## config.mk

```make
export PLATFORM = sky130hd
export DESIGN_NAME = iob_ibus_line_buf
export DESIGN_NICKNAME = d
export VERILOG_FILES = /design/src/rtl/iob_ibus_line_buf_pkg.sv /design/src/rtl/iob_ibus_line_store.sv /design/src/rtl/iob_ibus_line_buf.sv
export SDC_FILE = /design/constraint.sdc
export NUM_CORES = 1
export LEC_CHECK = 0
export ABC_AREA = 1
export CORE_UTILIZATION = 49
export DETAILED_ROUTE_END_ITERATION = 8
export PLACE_DENSITY_LB_ADDON = 0.08
export SLEW_MARGIN = 0
export SYNTH_ARGS = -nofsm -noshare
export SYNTH_HDL_FRONTEND = slang
export SYNTH_HIERARCHICAL = 1
export SYNTH_SLANG_ARGS = --single-unit
```

## constraint.sdc

```tcl
create_clock -name clk_i -period 3.8 [get_ports clk_i]
set_input_delay 0.57 -clock clk_i [delete_from_list [all_inputs] [get_ports clk_i]]
set_output_delay 0.57 -clock clk_i [all_outputs]
set_load 0.01 [all_outputs]
```

## src/rtl/iob_ibus_line_buf_pkg.sv

```systemverilog
// Shared types and field-width helpers for the single-line instruction buffer.
package iob_ibus_line_buf_pkg;

    typedef enum logic [1:0] {
        ST_IDLE = 2'd0,
        ST_REQ  = 2'd1,
        ST_WAIT = 2'd2,
        ST_RESP = 2'd3
    } state_t;

    function automatic int idx_w(input int line_words);
        return $clog2(line_words);
    endfunction

    function automatic int tag_w(input int addr_w, input int line_words);
        return addr_w - $clog2(line_words) - 2;
    endfunction

endpackage

```

## src/rtl/iob_ibus_line_store.sv

```systemverilog
// Line data array: one synchronous write port, one asynchronous read port.
module iob_ibus_line_store #(
    parameter int DATA_W     = 32,
    parameter int LINE_WORDS = 4,
    parameter int IDX_W      = 2
) (
    input  logic              clk,
    input  logic              we,
    input  logic [IDX_W-1:0]  widx,
    input  logic [DATA_W-1:0] wdata,
    input  logic [IDX_W-1:0]  ridx,
    output logic [DATA_W-1:0] rdata
);

    logic [DATA_W-1:0] words [LINE_WORDS];

    always_ff @(posedge clk) begin
        if (we) words[widx] <= wdata;
    end

    assign rdata = words[ridx];

endmodule

```

## src/rtl/iob_ibus_line_buf.sv

```systemverilog
// Single-line read-only instruction buffer between CPU fetch bus and memory.
// Optional IOB_IBUS_LINE_BUF_STATS_EN adds saturating hit/miss counters.
//
// state | meaning
// IDLE  | ready for a CPU request; hit/miss decided on acceptance
// REQ   | memory request for word cnt held until m_ready_i
// WAIT  | waiting for the memory word of the current request
// RESP  | one-cycle answer to the CPU from the line
module iob_ibus_line_buf
    import iob_ibus_line_buf_pkg::*;
#(
    parameter int ADDR_W     = 32,
    parameter int DATA_W     = 32,
    parameter int LINE_WORDS = 4
) (
    input  logic              clk_i,
    input  logic              arst_n_i,
    input  logic              cke_i,
    input  logic              flush_i,
    input  logic              s_avalid_i,
    input  logic [ADDR_W-1:0] s_addr_i,
    output logic              s_ready_o,
    output logic              s_rvalid_o,
    output logic [DATA_W-1:0] s_rdata_o,
    output logic              m_avalid_o,
    output logic [ADDR_W-1:0] m_addr_o,
    input  logic              m_ready_i,
    input  logic              m_rvalid_i,
    input  logic [DATA_W-1:0] m_rdata_i
`ifdef IOB_IBUS_LINE_BUF_STATS_EN
    ,
    output logic [31:0]       hit_cnt_o,
    output logic [31:0]       miss_cnt_o
`endif
);

    localparam int IDX_W = idx_w(LINE_WORDS);
    localparam int TAG_W = tag_w(ADDR_W, LINE_WORDS);
    localparam logic [IDX_W-1:0] LAST_IDX = IDX_W'(LINE_WORDS - 1);

    state_t            state;
    logic              line_valid;
    logic              pend_flush;
    logic [TAG_W-1:0]  tag_r;
    logic [IDX_W-1:0]  cnt;
    logic [IDX_W-1:0]  req_idx;
    logic              s_ready_r;
    logic              s_rvalid_r;
    logic              m_avalid_r;
    logic [DATA_W-1:0] line_rdata;

    logic [TAG_W-1:0]  s_tag;
    logic [IDX_W-1:0]  s_idx;
    logic              is_hit;
    logic              accept;
    logic              fill_we;
    logic              unused_byte_bits;

    assign s_tag   = s_addr_i[ADDR_W-1:IDX_W+2];
    assign s_idx   = s_addr_i[IDX_W+1:2];
    assign unused_byte_bits = ^s_addr_i[1:0];
    // A flush in the same cycle as a request forces the miss path.
    assign is_hit  = line_valid && !flush_i && (tag_r == s_tag);
    assign accept  = cke_i && (state == ST_IDLE) && s_avalid_i;
    assign fill_we = cke_i && (state == ST_WAIT) && m_rvalid_i;

    iob_ibus_line_store #(
        .DATA_W     (DATA_W),
        .LINE_WORDS (LINE_WORDS),
        .IDX_W      (IDX_W)
    ) u_store (
        .clk   (clk_i),
        .we    (fill_we),
        .widx  (cnt),
        .wdata (m_rdata_i),
        .ridx  (req_idx),
        .rdata (line_rdata)
    );

    always_ff @(posedge clk_i or negedge arst_n_i) begin
        if (!arst_n_i) begin
            state      <= ST_IDLE;
            line_valid <= 1'b0;
            pend_flush <= 1'b0;
            tag_r      <= '0;
            cnt        <= '0;
            req_idx    <= '0;
            s_ready_r  <= 1'b1;
            s_rvalid_r <= 1'b0;
            m_avalid_r <= 1'b0;
        end else if (cke_i) begin
            s_rvalid_r <= 1'b0;
            case (state)
                ST_IDLE: begin
                    if (s_avalid_i) begin
                        req_idx   <= s_idx;
                        s_ready_r <= 1'b0;
                        if (is_hit) begin
                            state      <= ST_RESP;
                            s_rvalid_r <= 1'b1;
                        end else begin
                            line_valid <= 1'b0;
                            tag_r      <= s_tag;
                            cnt        <= '0;
                            state      <= ST_REQ;
                            m_avalid_r <= 1'b1;
                        end
                    end else if (flush_i) begin
                        line_valid <= 1'b0;
                    end
                end
                ST_REQ: begin
                    if (flush_i) pend_flush <= 1'b1;
                    if (m_ready_i) begin
                        state      <= ST_WAIT;
                        m_avalid_r <= 1'b0;
                    end
                end
                ST_WAIT: begin
                    if (flush_i) pend_flush <= 1'b1;
                    if (m_rvalid_i) begin
                        if (cnt == LAST_IDX) begin
                            line_valid <= ~(pend_flush | flush_i);
                            pend_flush <= 1'b0;
                            state      <= ST_RESP;
                            s_rvalid_r <= 1'b1;
                        end else begin
                            cnt        <= cnt + 1'b1;
                            state      <= ST_REQ;
                            m_avalid_r <= 1'b1;
                        end
                    end
                end
                ST_RESP: begin
                    if (flush_i) line_valid <= 1'b0;
                    state     <= ST_IDLE;
                    s_ready_r <= 1'b1;
                end
                default: state <= ST_IDLE;
            endcase
        end
    end

    assign s_ready_o  = s_ready_r;
    assign s_rvalid_o = s_rvalid_r;
    assign s_rdata_o  = s_rvalid_r ? line_rdata : '0;
    assign m_avalid_o = m_avalid_r;
    assign m_addr_o   = m_avalid_r ? {tag_r, cnt, 2'b00} : '0;

`ifdef IOB_IBUS_LINE_BUF_STATS_EN
    always_ff @(posedge clk_i or negedge arst_n_i) begin
        if (!arst_n_i) begin
            hit_cnt_o  <= '0;
            miss_cnt_o <= '0;
        end else if (accept) begin
            if (is_hit) begin
                if (hit_cnt_o != 32'hFFFF_FFFF) hit_cnt_o <= hit_cnt_o + 32'd1;
            end else begin
                if (miss_cnt_o != 32'hFFFF_FFFF) miss_cnt_o <= miss_cnt_o + 32'd1;
            end
        end
    end
`endif

endmodule

```

==> results of run 1 <==
[power by group]
group          internal [mW]  switching (mW)  leakage (nW)  total (mW)
logic                  0.889            1.32          3.37        2.21
clock network          0.903           0.700         0.255        1.60
registers               2.22           0.234          1.64        2.46
[cell type report]
type                       count  area, um2  share of cell area (%)
clock buffer                  18      429.2                   4.103
tap                          220      275.3                   2.632
timing repair buffer         144       1409                   13.47
multi-input combinational    550       2435                   23.28
clock inverter                14      123.9                   1.184
inverter                     257      964.7                   9.224
sequential                   167       4822                   46.11
[synth_stat cells (6+ instances only)]
| cell type | instances |
|---|---|
| nor2_1 | 34 |
| o21ai_0 | 10 |
| buf_2 | 9 |
| o21ai_2 | 16 |
| inv_2 | 6 |
| edfxtp_1 | 128 |
| dfrtp_1 | 38 |
| nand2_1 | 369 |
| nand4_1 | 8 |
| buf_6 | 12 |
| inv_1 | 251 |
| clkbuf_1 | 7 |
| buf_4 | 6 |
| nand3_1 | 76 |
[registers in the layout, summed over array words and instances, names as in the netlist]
name and cells:
u_store/words 128, tag_r 28, cnt 2, req_idx 2, state 2, line_valid 1, m_avalid_o 1, pend_flush 1
s_ready_o 1, s_rvalid_o 1
[path summary, 6_finish.rpt]
| kind | from | cells past startpoint | end | slack [ps] |
|---|---|---|---|---|
| max in group asynchronous | arst_n_i | 1 | req_idx[0] | 2900 |
| hold reg to reg | pend_flush | 2 | pend_flush | 480 |
| setup reg to reg | state[0] | 6 | u_store/words[3][20] | 1780 |
| setup / recovery | req_idx[1] | 7 | s_rdata_o[31] | 830 |
| hold / removal | arst_n_i | 1 | tag_r[10] | 260 |
| min in group clk_i | pend_flush | 2 | pend_flush | 480 |
[per-layer routing]
layer	vias to the layer above	part of all wire, %	wire, um
li1	3287	-	-
met3	18	4.9	856
met4	0	1.4	235
met5	-	0	0
met1	2796	45	7837
met2	148	49	8414
[cell usage in the layout, fill, tap and decap left out, types with 3 or more instances in the layout]
| master | Yosys | final |
|---|---|---|
| edfxtp_1 | 128 | 128 |
| o21ai_0 | 10 | 10 |
| o21ai_1 | 3 | 3 |
| dfrtp_1 | 38 | 37 |
| nand4_1 | 8 | 8 |
| buf_4 | 6 | 11 |
| nor3_2 | 0 | 4 |
| clkinvlp_4 | 0 | 5 |
| nand3_1 | 76 | 76 |
| nor2_1 | 34 | 34 |
| clkbuf_16 | 0 | 17 |
| inv_2 | 6 | 6 |
| ha_1 | 5 | 5 |
| nand2_1 | 369 | 369 |
| o21ai_2 | 16 | 16 |
| nor2_2 | 3 | 3 |
| inv_6 | 0 | 4 |
| clkdlybuf4s50_1 | 0 | 132 |
| inv_1 | 251 | 251 |
[logic make-up (layout without fill, tap and decap cells)]
kind of cell    after synthesis  after routing  share of synthesized area [%]
mux                           2              2                         0.2666
simple gates                507            507                          24.61
compound gates               32             32                          2.666
buf+inv                     291            433                          14.40
fa+ha+maj                     5              5                         0.7405
xor+xnor                      2              2                         0.2074
flops                       167            167                          57.06
other cells                   1              2                        0.04439
==> results.tsv, run 1 <==
metric	value	unit
Antenna Cells	0	
Top delay family on crit path	buffers and inverters	
Util after Layout	62.62	%
Resized cells post-CTS	0	
Port-buffer cells	133	
pin count of the biggest net entering global routing	66	
first-pass GRT wire length	28150	um
Tcrit/Tclk final	78.18	%
Max Cap Viol	0	
Post-DP Area	9906	um2
clk slew on worst S/H paths	70	ps
Die Y	133.3	um
Peak VDD IR	0.0004613	V
crit-path cells	inv_1, buf_4, nand3_1, nand2_1, nand2_1, inv_1, clkdlybuf4s50_1	
TritonCTS clock tree	yes	
CP max stage delay	530	ps
Worst-Skew Late Latency	430	ps
drt wl/cell	12.66	um
Yosys cell types	33	
Tmin final	2971	ps
grt ovf	0	
warnings from Yosys	6	
total track usage	20.71	%
pwr dens	599.1	nW/um2
setup tns final	0	ps
Clock Tree Root	clkbuf_16	
Post-Layout Cell Count	1370	
Primary FF master, synth	edfxtp_1	
Setup Skew	7.720	ps
Layout Nets	1213	
crit end category	primary output	
placed insts	1338	
crit path DAT	2400	ps
io pins	138	
met3 Track Usage GR	4.300	%
Vias	6249	
routed vias/inst	4.561	
worst hold slack	264.4	ps
Synth Register Bits	167	
core area	16700	um2
ys async rst share	23.35	%
Final ANT Viol Nets	0	
clock sink total	167	
setup bufs post-CTS	0	
share of layout cells above drive strength 1	6.783	%
Post-synth EDFFs	128	
Post-Synthesis Cells	1007	
largest cells by area after synthesis	edfxtp_1 45%, nand2_1 16%, dfrtp_1 11%	
post-DP HPWL	11120	um
Final setup viols	0	
pre-CTS WS	1281	ps
Worst Path Max Fanout	22	
Fill cells	1431	
First-pass DRT Iterations	4	
Iter 0 DRT Violations	344	
Die X	133.3	um
Hold WC Path Type	input pin to async pin	
WS Path Type	flip-flop to primary output	
DRT Wirelength	17340	um
Initial Util	50.58	%
antenna violations before repair	0	
post-synthesis sequential area ratio	57.06	%
top cell type's share of synthesized area	45.50	%
RSZ-0062 raised after global routing	no	
CP max-delay cell	clkdlybuf4s50_1	
H-tree levels	4	
gpl congestion	0.8614	
Synth area leader	edfxtp_1	
FMAX	336.6	MHz
total power	6.266	mW
Num CTS Buffers	17	
Leak	5.258	nW
Setup WS post-layout	829.1	ps
Final Instance Area	10460	um2
row count	47	
Area growth syn-to-layout	23.80	%
Final Hold Vio Count	0	
Rel. slew slack	39.39	%
Slew @ Worst Pin	909.1	ps
Mapped Area	8448	um2
met1 usage	27.43	%
vias in the first global route	5757	
CTS Buffer Depth	2	
Critical Path RT	3230	ps
GR peak layer	met2	
fin. max-slew vios	0	
Avg Inst Size Synth	8.389	um2
status	complete, no violations	
Critical Path Start Type	flip-flop	
worst path bufs/invs	4	
hold buffers post-CTS	0	
Die Area	17770	um2
met2 usage	34.20	%
drc violations	0	
(Power assumes the default switching activity.)
==> run 2, diff against run 1 <==
Settings changed: CORE_UTILIZATION 49 to 53.
Clock period 3.8 ns to 3.1 ns, I/O delays scaled along.
==> results.tsv, run 2 (same netlist as run 1, synthesis figures left out) <==
metric	value	unit	change
status	complete, no violations		
share of layout cells above drive strength 1	7.266	%	+0.48 points
Die Area	16450	um2	-7.4%
crit path from	req_idx[0]		
vias in the first global route	5918		+2.8%
Num CTS Buffers	17		unchanged
drt wl/cell	12.93	um	+2.1%
antenna violations before repair	0		unchanged
fin. max-slew vios	0		unchanged
Fill cells	1272		-11%
Critical Path RT	2630	ps	-600 ps
first-pass GRT wire length	28700	um	+2.0%
post-DP HPWL	11320	um	+1.8%
drc violations	0		unchanged
CTS Buffer Depth	2		unchanged
grt ovf	0		unchanged
worst path bufs/invs	3		-1
Reg2Reg Depth	6		unchanged
Die Y	128.3	um	-3.8%
Final setup viols	0		unchanged
most frequent cells in the layout	369 x nand2_1, 251 x inv_1, 132 x clkdlybuf4s50_1, 128 x edfxtp_1, 76 x nand3_1		
Slew @ Worst Pin	901.4	ps	-7.717 ps
Setup WS post-layout	359.9	ps	-469.2 ps
Layout Nets	1219		+0.49%
crit-path cells	buf_4, nand2_1, nand3_1, nand2_1, nand2_1, inv_1, clkdlybuf4s50_1		
Tmin final	2740	ps	
Clock Tree Root	clkbuf_16		
row count	45		-4.3%
clk slew on worst S/H paths	70	ps	about the same
Final Hold Vio Count	0		unchanged
WS Path Type	flip-flop to primary output		
Post-DP Area	9952	um2	+0.47%
H-tree levels	4		unchanged
io pins	138		unchanged
First-pass DRT Iterations	5		+1
CP max-delay cell	buf_4		
Reg with most FFs	u_store/words		
Comb pwr share	35.8	%	+0.6 points
commonest non-fill, non-tap cell in the layout	nand2_1		
TritonCTS clock tree	yes		
crit path DAT	2280	ps	-120 ps
RSZ-0062 raised after global routing	no		
setup bufs post-CTS	0		unchanged
met3 Track Usage GR	4.382	%	+0.082 points
area of the multi-input gates	2435	um2	unchanged
routed vias/inst	4.647		+1.9%
Iter 0 DRT Violations	308		-10%
P_sw	2.804	mW	+25%
Initial Util	54.96	%	+4.4 points
Worst Path Max Fanout	65		+200%
Critical Path Start Type	flip-flop		
crit end category	primary output		
total track usage	22.96	%	+2.3 points
Top delay family on crit path	buffers and inverters		
Seq. cell area	4822	um2	unchanged
most frequent CP cell	nand2_1		
DRT Wirelength	17670	um	+1.9%
Cell Int Power	5.037	mW	+25%
pre-CTS WS	729.0	ps	-551.8 ps
Max Cap Viol	0		unchanged
Hold WC Path Type	input pin to async pin		
Largest regs	u_store/words x128, tag_r x28		
Vias	6353		+1.7%
met2 usage	38.98	%	+4.8 points
R2R setup slack	1140	ps	-640 ps
Die X	128.3	um	-3.8%
Worst-Skew Late Latency	420	ps	about the same
Setup Skew	7.445	ps	-0.2756 ps
pin count of the biggest net entering global routing	66		unchanged
Tcrit/Tclk final	88.39	%	
Port-buffer cells	133		unchanged
Net Sw Frac	35.76	%	-0.17 points
max FFs per register	128		unchanged
gpl congestion	0.8462		-1.8%
Clock power frac	26.3	%	+0.7 points
Peak VDD IR	0.0005190	V	+13%
core area	15370	um2	-8.0%
Flop pwr share	37.9	%	-1.3 points
clock sink total	167		unchanged
Antenna Cells	0		unchanged
Final Instance Area	10530	um2	+0.68%
met1 usage	29.25	%	+1.8 points
total power	7.842	mW	+25%
Resized cells post-CTS	0		unchanged
Worst R2R Start	state[0]		
hold buffers post-CTS	0		unchanged
pwr dens	744.7	nW/um2	+24%
FMAX	365.0	MHz	
Area growth syn-to-layout	24.64	%	
GR peak layer	met2		
Rel. slew slack	39.91	%	+0.51 points
Crit Reg-Reg Endpoint	u_store/words[2][13]		
Final ANT Viol Nets	0		unchanged
CP max stage delay	580	ps	+50 ps
Leak	5.304	nW	+0.88%
==> run 2: cell types whose count changed in the layout (fill, tap and decap cells not counted), sizes merged <==
cell,change
buf,+6
bufinv,+1
clkinv,-1
==> run 2: power groups by stage <==
stage | logic [mW] | clock network [mW] | registers, mW
after floorplan | 1.98 | 0 | 2.97
after global placement | 2.76 | 0 | 3.00
after detailed placement | 2.81 | 0 | 3.01
after CTS | 2.83 | 2.10 | 2.97
after global routing | 3.19 | 2.19 | 3.01
final | 2.81 | 2.06 | 2.97
==> run 2: area by class of cell <==
class | instances | area share [%]
inverters | 257 | 9.161
multi-input cells | 550 | 23.12
clock buffers | 18 | 4.076
clock inverters | 14 | 1.414
repair buffers | 150 | 13.93
well taps | 211 | 2.507
flip-flops and latches | 167 | 45.79
==> run 2: worst max path at each step <==
stage	cells after the start	slack, ps	to
after floorplan	5	-450	u_store/words[1][0]
after global placement	11	770	tag_r[5]
after detailed placement	12	730	tag_r[11]
after CTS	7	330	s_rdata_o[0]
after global routing	7	180	s_rdata_o[26]
final	7	360	s_rdata_o[21]
==> run 2: metrics by stage <==
stage	setup TNS, ps	cells	util, %	hold slack [ps]
after floorplan	-57380	1008	-	169.4
after global placement	0	1335	64.75	456.6
after detailed placement	0	1335	64.75	462.1
after CTS	0	1367	68.51	185.8
after global routing	0	1367	68.51	233.4
final	0	1367	68.51	162.2
==> run 2: metal layers <==
| layer | share of wire, % | up-vias |
|---|---|---|
| li1 | - | 3304 |
| met1 | 43 | 2860 |
| met2 | 50 | 164 |
| met3 | 5.0 | 25 |
| met4 | 2.0 | 0 |
| met5 | 0 | - |
==> run 3, diff against run 2 <==
Settings changed: HOLD_SLACK_MARGIN from default to 0.12.
==> results of run 3 <==
The final DEF is identical to that of run 2; final timing and power are the same.
